==> src/rtl/fifo_wr_arbiter.sv <==
// -----------------------------------------------------------------------------
// fifo_wr_arbiter
//
// Round-robin arbiter sharing the single write port of the async FIFO among
// NUM_REQ producers in the write clock domain. One producer owns the port at a
// time for a bounded burst. The burst length is latched when the grant is
// made: HALF_BURST if the FIFO reports half full at that moment, otherwise
// MAX_BURST.
//
// Ports
//   wclk          write-domain clock, rising edge
//   wrst_n        asynchronous active-low reset
//   req_valid     per-lane "word available"
//   req_data      packed lanes, lane i = [i*DATA_WIDTH +: DATA_WIDTH]
//   req_ready     per-lane accept strobe (only the owner's bit can be high)
//   wfull         FIFO full flag, stalls the current burst
//   wHalf_full    FIFO half-full flag, sampled only when a grant is made
//   write_enable  FIFO write strobe
//   data_write    FIFO write data (lane of grant_id)
//   grant_id      current / most recent owner
//   busy          high while a burst is in progress
// -----------------------------------------------------------------------------
module fifo_wr_arbiter #(
  parameter  int NUM_REQ    = 4,
  parameter  int DATA_WIDTH = 9,
  parameter  int MAX_BURST  = 8,
  parameter  int HALF_BURST = 2,
  localparam int IDW        = $clog2(NUM_REQ)
) (
  input  logic                          wclk,
  input  logic                          wrst_n,
  input  logic [NUM_REQ-1:0]            req_valid,
  input  logic [NUM_REQ*DATA_WIDTH-1:0] req_data,
  output logic [NUM_REQ-1:0]            req_ready,
  input  logic                          wfull,
  input  logic                          wHalf_full,
  output logic                          write_enable,
  output logic [DATA_WIDTH-1:0]         data_write,
  output logic [IDW-1:0]                grant_id,
  output logic                          busy
);

  typedef enum logic {
    IDLE  = 1'b0,
    BURST = 1'b1
  } state_t;

  state_t         state, state_nxt;
  logic [IDW-1:0] owner, owner_nxt;
  logic [IDW-1:0] rr_ptr, rr_ptr_nxt;
  logic [7:0]     beat_cnt, beat_cnt_nxt;
  logic [7:0]     limit, limit_nxt;

  logic [IDW-1:0] pick;
  logic           pick_vld;
  logic           owner_vld;

  // Modulo-NUM_REQ increment; explicit compare so non-power-of-two NUM_REQ
  // never produces an index past the last lane.
  function automatic logic [IDW-1:0] wrap_inc(input logic [IDW-1:0] idx);
    if (idx == IDW'(NUM_REQ - 1)) begin
      return '0;
    end
    return idx + 1'b1;
  endfunction

  // Round-robin search starting at rr_ptr; first valid lane in wrap order wins.
  always_comb begin : rr_select
    int idx;
    idx      = 0;
    pick     = '0;
    pick_vld = 1'b0;
    for (int k = 0; k < NUM_REQ; k++) begin
      idx = int'(rr_ptr) + k;
      if (idx >= NUM_REQ) begin
        idx = idx - NUM_REQ;
      end
      if (!pick_vld && req_valid[idx]) begin
        pick     = IDW'(idx);
        pick_vld = 1'b1;
      end
    end
  end

  assign owner_vld  = req_valid[owner];
  assign data_write = req_data[int'(owner)*DATA_WIDTH +: DATA_WIDTH];
  assign grant_id   = owner;
  assign busy       = (state == BURST);

  always_ff @(posedge wclk or negedge wrst_n) begin
    if (!wrst_n) begin
      state    <= IDLE;
      owner    <= '0;
      rr_ptr   <= '0;
      beat_cnt <= '0;
      limit    <= 8'(MAX_BURST);
    end else begin
      state    <= state_nxt;
      owner    <= owner_nxt;
      rr_ptr   <= rr_ptr_nxt;
      beat_cnt <= beat_cnt_nxt;
      limit    <= limit_nxt;
    end
  end

  always_comb begin
    state_nxt    = state;
    owner_nxt    = owner;
    rr_ptr_nxt   = rr_ptr;
    beat_cnt_nxt = beat_cnt;
    limit_nxt    = limit;
    write_enable = 1'b0;
    req_ready    = '0;

    unique case (state)
      IDLE: begin
        if (pick_vld) begin
          state_nxt    = BURST;
          owner_nxt    = pick;
          beat_cnt_nxt = '0;
          limit_nxt    = wHalf_full ? 8'(HALF_BURST) : 8'(MAX_BURST);
        end
      end

      BURST: begin
        if (!owner_vld) begin
          // Owner dropped valid: it forfeits the rest of its burst.
          state_nxt  = IDLE;
          rr_ptr_nxt = wrap_inc(owner);
        end else if (!wfull) begin
          write_enable     = 1'b1;
          req_ready[owner] = 1'b1;
          beat_cnt_nxt     = beat_cnt + 8'd1;
          if (beat_cnt == limit - 8'd1) begin
            state_nxt  = IDLE;
            rr_ptr_nxt = wrap_inc(owner);
          end
        end
        // wfull with owner valid: everything holds, grant kept.
      end

      default: begin
        state_nxt = IDLE;
      end
    endcase
  end

endmodule

==> config.mk <==
export PLATFORM = sky130hd
export DESIGN_NAME = fifo_wr_arbiter
export DESIGN_NICKNAME = d
export VERILOG_FILES = /design/src/rtl/fifo_wr_arbiter.sv
export SDC_FILE = /design/constraint.sdc
export NUM_CORES = 1
export LEC_CHECK = 0
export ABC_AREA = 1
export CAP_MARGIN = 20
export CORE_ASPECT_RATIO = 0.7
export CORE_UTILIZATION = 46
export DETAILED_ROUTE_END_ITERATION = 10
export PLACE_DENSITY = 0.93
export SLEW_MARGIN = 10
export SYNTH_ARGS = -nofsm -noshare
export SYNTH_HDL_FRONTEND = slang
export SYNTH_SLANG_ARGS = --single-unit
==> constraint.sdc <==
create_clock -name wclk -period 2.95 [get_ports wclk]
set_clock_uncertainty 0.15 [all_clocks]
set_input_delay 0.4425 -clock wclk [delete_from_list [all_inputs] [get_ports wclk]]
set_output_delay 0.4425 -clock wclk [all_outputs]
set_load 0.01 [all_outputs]
==> impl_metrics.csv <==
group,metric,value,unit
run_status,status,"finished, final reports clean",
die,core.rowCount,16,
yosys,ys_types,26,
critical_path,required,2.36,ns
grt,grt_pass1_wl,6679,um
cells_and_area,multiInputGateArea,919.6,um2
yosys,yosys-top-cells-area,"dfrtp_1 25%, nand2_1 17%, nor2_1 9.7%",
clocking,ctsResizeCount,0,
detailed_routing,drtAntennaViolNets,0,
detailed_routing,vias_per_cell,5.076,
critical_path,worst-path-max-fanout,6,
detailed_routing,drt_iter0_markers,115,
timing,worst_pin_slew,0.6625,ns
die,die_w,68.62,um
die,io_pins,61,
critical_path,cp_slowest_cell,"clkdlybuf4s50_1",
yosys,synth_common_cells,"63 x nand2_1, 37 x nor2_1, 27 x o21ai_0, 19 x nand3_1, 18 x inv_1",
detailed_routing,wl_per_cell,12.09,um
flow_run,cap_violations,0,
clocking,cts_tree,"yes",
cells_and_area,nets,343,
critical_path,critical-path-max-stage-delay,0.58,ns
timing,rsz0062_at_grt,"false",
placed_design,dp_hpwl,3047,um
cells_and_area,final_layout_size_suffix_gt1_frac,0.06849,
die,dieArea,0.003337,mm2
clocking,clk_pin_slew,0.06,ns
critical_path,end_kind,"primary output",
timing,slew_headroom,0.5569,
timing,fmax,0.3606,GHz
clocking,clockBufferDepth,2,
placed_design,placed_cells,324,
timing,finalSetupTns,0,ns
cells_and_area,finalNonFillerCells,328,
cells_and_area,num_antenna_cells,0,
timing,finalCritPeriodShare,0.9402,
clocking,insertion_delay,0.24,ns
yosys,synthFlopType,"dfrtp_1",
yosys,synth.largest_area_cell,"dfrtp_1",
clocking,cts_setup_buffers,0,
power,ir_drop,360.2,uV
clocking,htreeDepth,1,
clocking,cts.sinks,15,
critical_path,worstSetupPathType,"input port to primary output",
detailed_routing,drt-total-wl,3964,um
grt,grt_max_degree,23,
timing,holdWs,0.3551,ns
yosys,netlist_instances,233,
yosys,yosys_register_bits,15,
yosys,async_flop_share,1.000,
min_path,min-delay-path-class,"flop to flop",
critical_path,critPathTopFamily,"buffers and inverters",
grt,grt_pass1_vias,1566,
die,start_util,0.4991,
cells_and_area,syn_to_final_growth,47.20,%
timing,final_hold_viol_count,0,
yosys,syn_area,0.001429,mm2
detailed_routing,via_count,1665,
clocking,hold_buffers,0,
timing,finalSetupViolCount,0,
die,die_height,48.63,um
placed_design,pre_cts_ws,0.1636,ns
placed_design,io_buffers,60,
power,power_density,878.7,mW/mm2
grt,grt_use_total,0.2620,
timing,timing.final.max_slew_violations,0,
yosys,syn-num-nets,283,
detailed_routing,drc,0,
clocking,cts_buffers,3,
yosys,synth_top_cell_area_share,0.2452,
power,power.leakage,0.9740,nW
grt,antenna_found_initial,0,
detailed_routing,dr.pass1.iters,4,
grt,overflow,0,
yosys,synth_edf_count,0,
yosys,yosysSeqAreaShare,0.2636,
cells_and_area,num-fill-cells,238,
critical_path,crit_buf_inv,3,
critical_path,worstSetupStartpointType,"input port",
die,core,0.002863,mm2
placed_design,place.gp.congestion,0.8419,
clocking,clockRootBuffer,"clkbuf_8",
cells_and_area,seqCellArea,376.6,um2
critical_path,cp_cell_sequence,"clkdlybuf4s50_1, inv_1, a21oi_1, o21ai_0, nand2_1, nand2_1, nor2_1, clkdlybuf4s50_1",
timing,period_minus_slack,2.773,ns
critical_path,arrival,2.18,ns
yosys,yosysMostFrequentCell,"nand2_1",
yosys,ys_warn_count,0,
timing,layout_setup_ws,0.1765,ns
yosys,syn_area_per_cell,6.132,um2
-- worst register-to-register path: cells and delay by family, from the launching register on --
family,cells,cell delay [ns]
and+or+nand+nor,10,1.05
DFF,1,0.59
buffers and inverters,1,0.13
-- kinds of logic after synthesis --
group / count (synthesis) / synth area share
simple gates: 133 / 0.3993
fa+ha+maj: 6 / 0.05254
buf+inv: 31 / 0.09281
flops: 15 / 0.2636
compound gates: 43 / 0.1611
xor+xnor: 5 / 0.03065
-- metrics by stage --
step,area (um2),total power [W],util
2_1_floorplan,1429,0.001214,-
6_report,2103,0.001848,0.7347
3_3_place_gp,2058,0.001654,0.7190
4_1_cts,2103,0.001858,0.7347
3_5_place_dp,2058,0.001680,0.7190
5_1_grt,2103,0.002036,0.7347
-- cell type report --
| type | instances | area share |
|---|---|---|
| clock buffer | 4 | 0.02142 |
| sequential | 15 | 0.1791 |
| timing repair buffer | 65 | 0.3034 |
| inverter | 21 | 0.03748 |
| tap | 36 | 0.02142 |
| multi-input combinational | 187 | 0.4372 |
-- power by group --
group / leakage [nW] / total [W] / internal, W / switching [W]
sequential: 0.193 / 0.000393 / 0.000280 / 0.000113
clock: 0.0228 / 0.000164 / 0.0000955 / 0.0000686
combinational: 0.758 / 0.00129 / 0.000566 / 0.000725
total: 0.974 / 0.00185 / 0.000941 / 0.000907
-- sequential cells by signal, indices dropped and copies added (netlist names) --
signal and flops:
beat_cnt 8, grant_id 2, limit 2, rr_ptr 2, busy 1
-- per-layer routing --
metal / global-route usage / vias to the layer above / routed length (um)
li1: - / 875 / -
met1: 0.3353 / 735 / 1809
met2: 0.4428 / 53 / 1917
met3: 0.06368 / 2 / 221
met4: 0.04861 / 0 / 15
met5: 0 / - / 0
-- cells in the final DEF, fill, tap and decap left out, types with 3 or more instances in the layout --
cell,netlist,layout
nand2_2,5,5
clkbuf_8,0,3
clkdlybuf4s50_1,0,60
inv_1,18,18
dfrtp_1,14,14
nor3_1,4,4
ha_1,6,6
nand3_1,19,19
xnor2_1,3,3
o22ai_1,10,10
nor2_1,37,37
buf_4,0,5
a21oi_1,3,3
o21ai_0,27,27
nand2_1,63,63
-- worst paths after layout --
check                        startpoint           end  slack, ns  cells past startpoint
min                            limit[3]      limit[3]       0.36                      2
max in group asynchronous        wrst_n      limit[1]       1.77                      1
max                        req_valid[2]  req_ready[2]       0.18                      8
min in group asynchronous        wrst_n   beat_cnt[4]       0.45                      1
min reg2reg                    limit[3]      limit[3]       0.36                      2
max reg2reg                   rr_ptr[0]   beat_cnt[7]       0.91                     11
No activity file was read; power rests on OpenSTA's default activity.
==> RTL edit (same flow settings) <==
Make the reset (`wrst_n`) synchronous in one clocked block. Comments in the files are not updated.
--- a/src/rtl/fifo_wr_arbiter.sv
+++ b/src/rtl/fifo_wr_arbiter.sv
@@ -89,3 +89,3 @@
 
-  always_ff @(posedge wclk or negedge wrst_n) begin
+  always_ff @(posedge wclk) begin
     if (!wrst_n) begin
Check against the original RTL: differs if wrst_n is asserted again (counterexample within 4 cycles, from zero or initial values and one cycle with wrst_n low); with wrst_n held inactive, the same outputs for 10 cycles.
==> RTL edit against the original RTL <==
Setup slack lost 0.048 ns; die area shrank 3.5%; synthesized area shrank 3.7%; sequential cell count is the same; sequential share of layout area shrank 3.2 points; worst hold slack lost 0.022 ns; total power shrank 12%; design area shrank 2.7%; routed wire length shrank 3.1%; final cell count is the same; largest power group unchanged; highest routed layer unchanged.
==> RTL edit: results (changes against the original RTL) <==
The worst hold path begins at limit[3]$_SDFFE_PN1P_. The number of global-route vias before repair came out at 1578 (+0.77%). The routing usage on met2 is 47.4% (+3.1 points). The routed length on met3 was 210 um (-5.0%).

The transition time at the pin with the least slew margin is 0.466 ns (-0.196 ns). The worst endpoint data arrival time is 2.23 ns (+0.05 ns). The first-iteration detailed-routing DRC count was 131 (+14%). In this run the critical register-to-register path is launched from rr_ptr[0]$_SDFFE_PN0P_.

The worst voltage drop across the vdd grid came to 0.399 mV (+11%). The share of the yosys chip area belonging to registers is 21.8% (-4.5 points). The wire length of the first global-routing pass is 6250 um (-6.4%). The maximum single-stage delay on the critical path came to 0.55 ns (-0.03 ns). The largest driver fanout on the critical path came out at 7 (+1). Counting instances in the post-synthesis netlist gives the leading cell types as sky130_fd_sc_hd__nand2_1 (48), sky130_fd_sc_hd__nor2_1 (41), sky130_fd_sc_hd__o21ai_0 (30), sky130_fd_sc_hd__inv_1 (21), sky130_fd_sc_hd__dfxtp_1 (15). The most critical setup path has its endpoint at req_ready[1].

The mean routed wirelength per cell came out at 11.7 um (-3.1%). The number of distinct library cell variants in the gate-level netlist after synthesis came out at 27 (+3.8%). The reg-to-reg setup timing slack is 0.81 ns (-0.10 ns). The ratio of final minimum period to clock period came out at 95.6% (+1.6 points).

The number of fillers in the final layout is 231 (-2.9%). The pre-CTS worst setup slack is 0.120 ns (-0.0435 ns). The layout cell share with drive strength beyond 1 is 6.16% (-0.68 points).

The cell area after placement is 2000 um^2 (-2.8%). The HPWL after detailed placement came to 2990 um (-2.0%). The global-route track usage on met1 is 30.5% (-3.1 points). The met3 layer usage reported by global route was 6.67% (+0.30 points).

The capture point of the worst reg-to-reg path is beat_cnt[7]$_SDFFE_PN0P_. The sum of routed wire segments on met1 was 1780 um (-1.4%). By area the synthesized netlist is led by sky130_fd_sc_hd__dfxtp_1 (22%), sky130_fd_sc_hd__nand2_1 (13%), sky130_fd_sc_hd__nor2_1 (11%). The cell leakage power is 0.849 nW (-13%).

The power per cell area came out at 795 nW/um^2 (-9.5%). The routability congestion estimate from global placement is 0.905 (+7.5%). The async set or reset register ratio after synthesis is 0% (-100 points). The run finished with clean final reports. The sequential power came out at 298 uW (-24%). The average cell area after synthesis came to 5.91 um^2 (-3.7%). The total length of routed met2 wires came out at 1830 um (-4.3%). The total routing resource utilization after global routing is 25.7% (-0.54 points). The switching fraction of total power is 47.5% (-1.6 points).
-- RTL edit: cell count changes in the layout (fill, tap and decap cells not counted), sizes merged, moves of 2 or more --
cell and change:
nand4 +3, nand2 -17, inv +3, dfrtp -14, nor2 +4, a21oi +10, o21ai +2, nand3 -6
dfxtp +15
-- RTL edit: worst max-delay path, delay by kind of cell --
kind                   cells  cell delay (ns)
AO/OA/AOI/OAI              2             0.23
buffers and inverters      3             1.11
AND/OR/NAND/NOR            3             0.45
-- RTL edit: worst min-delay path by stage --
stage	to	slack (ns)	depth (start not counted)
2_1_floorplan	limit[3]$_SDFFE_PN1P_	0.30	2
3_3_place_gp	limit[3]$_SDFFE_PN1P_	0.31	2
3_5_place_dp	limit[3]$_SDFFE_PN1P_	0.32	2
4_1_cts	limit[3]$_SDFFE_PN1P_	0.34	2
5_1_grt	grant_id[0]$_SDFFE_PN0P_	0.37	2
6_report	limit[3]$_SDFFE_PN1P_	0.33	2
-- RTL edit: cell type report --
cell class / count / area, um^2 / share of cell area [%]
well taps: 36 / 45.0 / 2.20
multi-input cells: 184 / 927 / 45.3
flip-flops and latches: 15 / 300 / 14.7
repair buffers: 65 / 638 / 31.2
clock inverters: 1 / 5.00 / 0.244
clock buffers: 3 / 41.3 / 2.02
inverters: 24 / 90.1 / 4.40
-- RTL edit: cells by family (layout without fill, tap and decap cells) --
| kind of cell | count (synthesis) | in the layout | synth area share, % |
|---|---|---|---|
| and+or+nand+nor | 117 | 117 | 36.5 |
| AOI/OAI and AO/OA | 54 | 54 | 20.9 |
| buffers and inverters | 34 | 93 | 10.8 |
| DFF | 15 | 15 | 21.8 |
| xor gates and xnor gates | 7 | 7 | 4.45 |
| adders and majority gates | 6 | 6 | 5.45 |
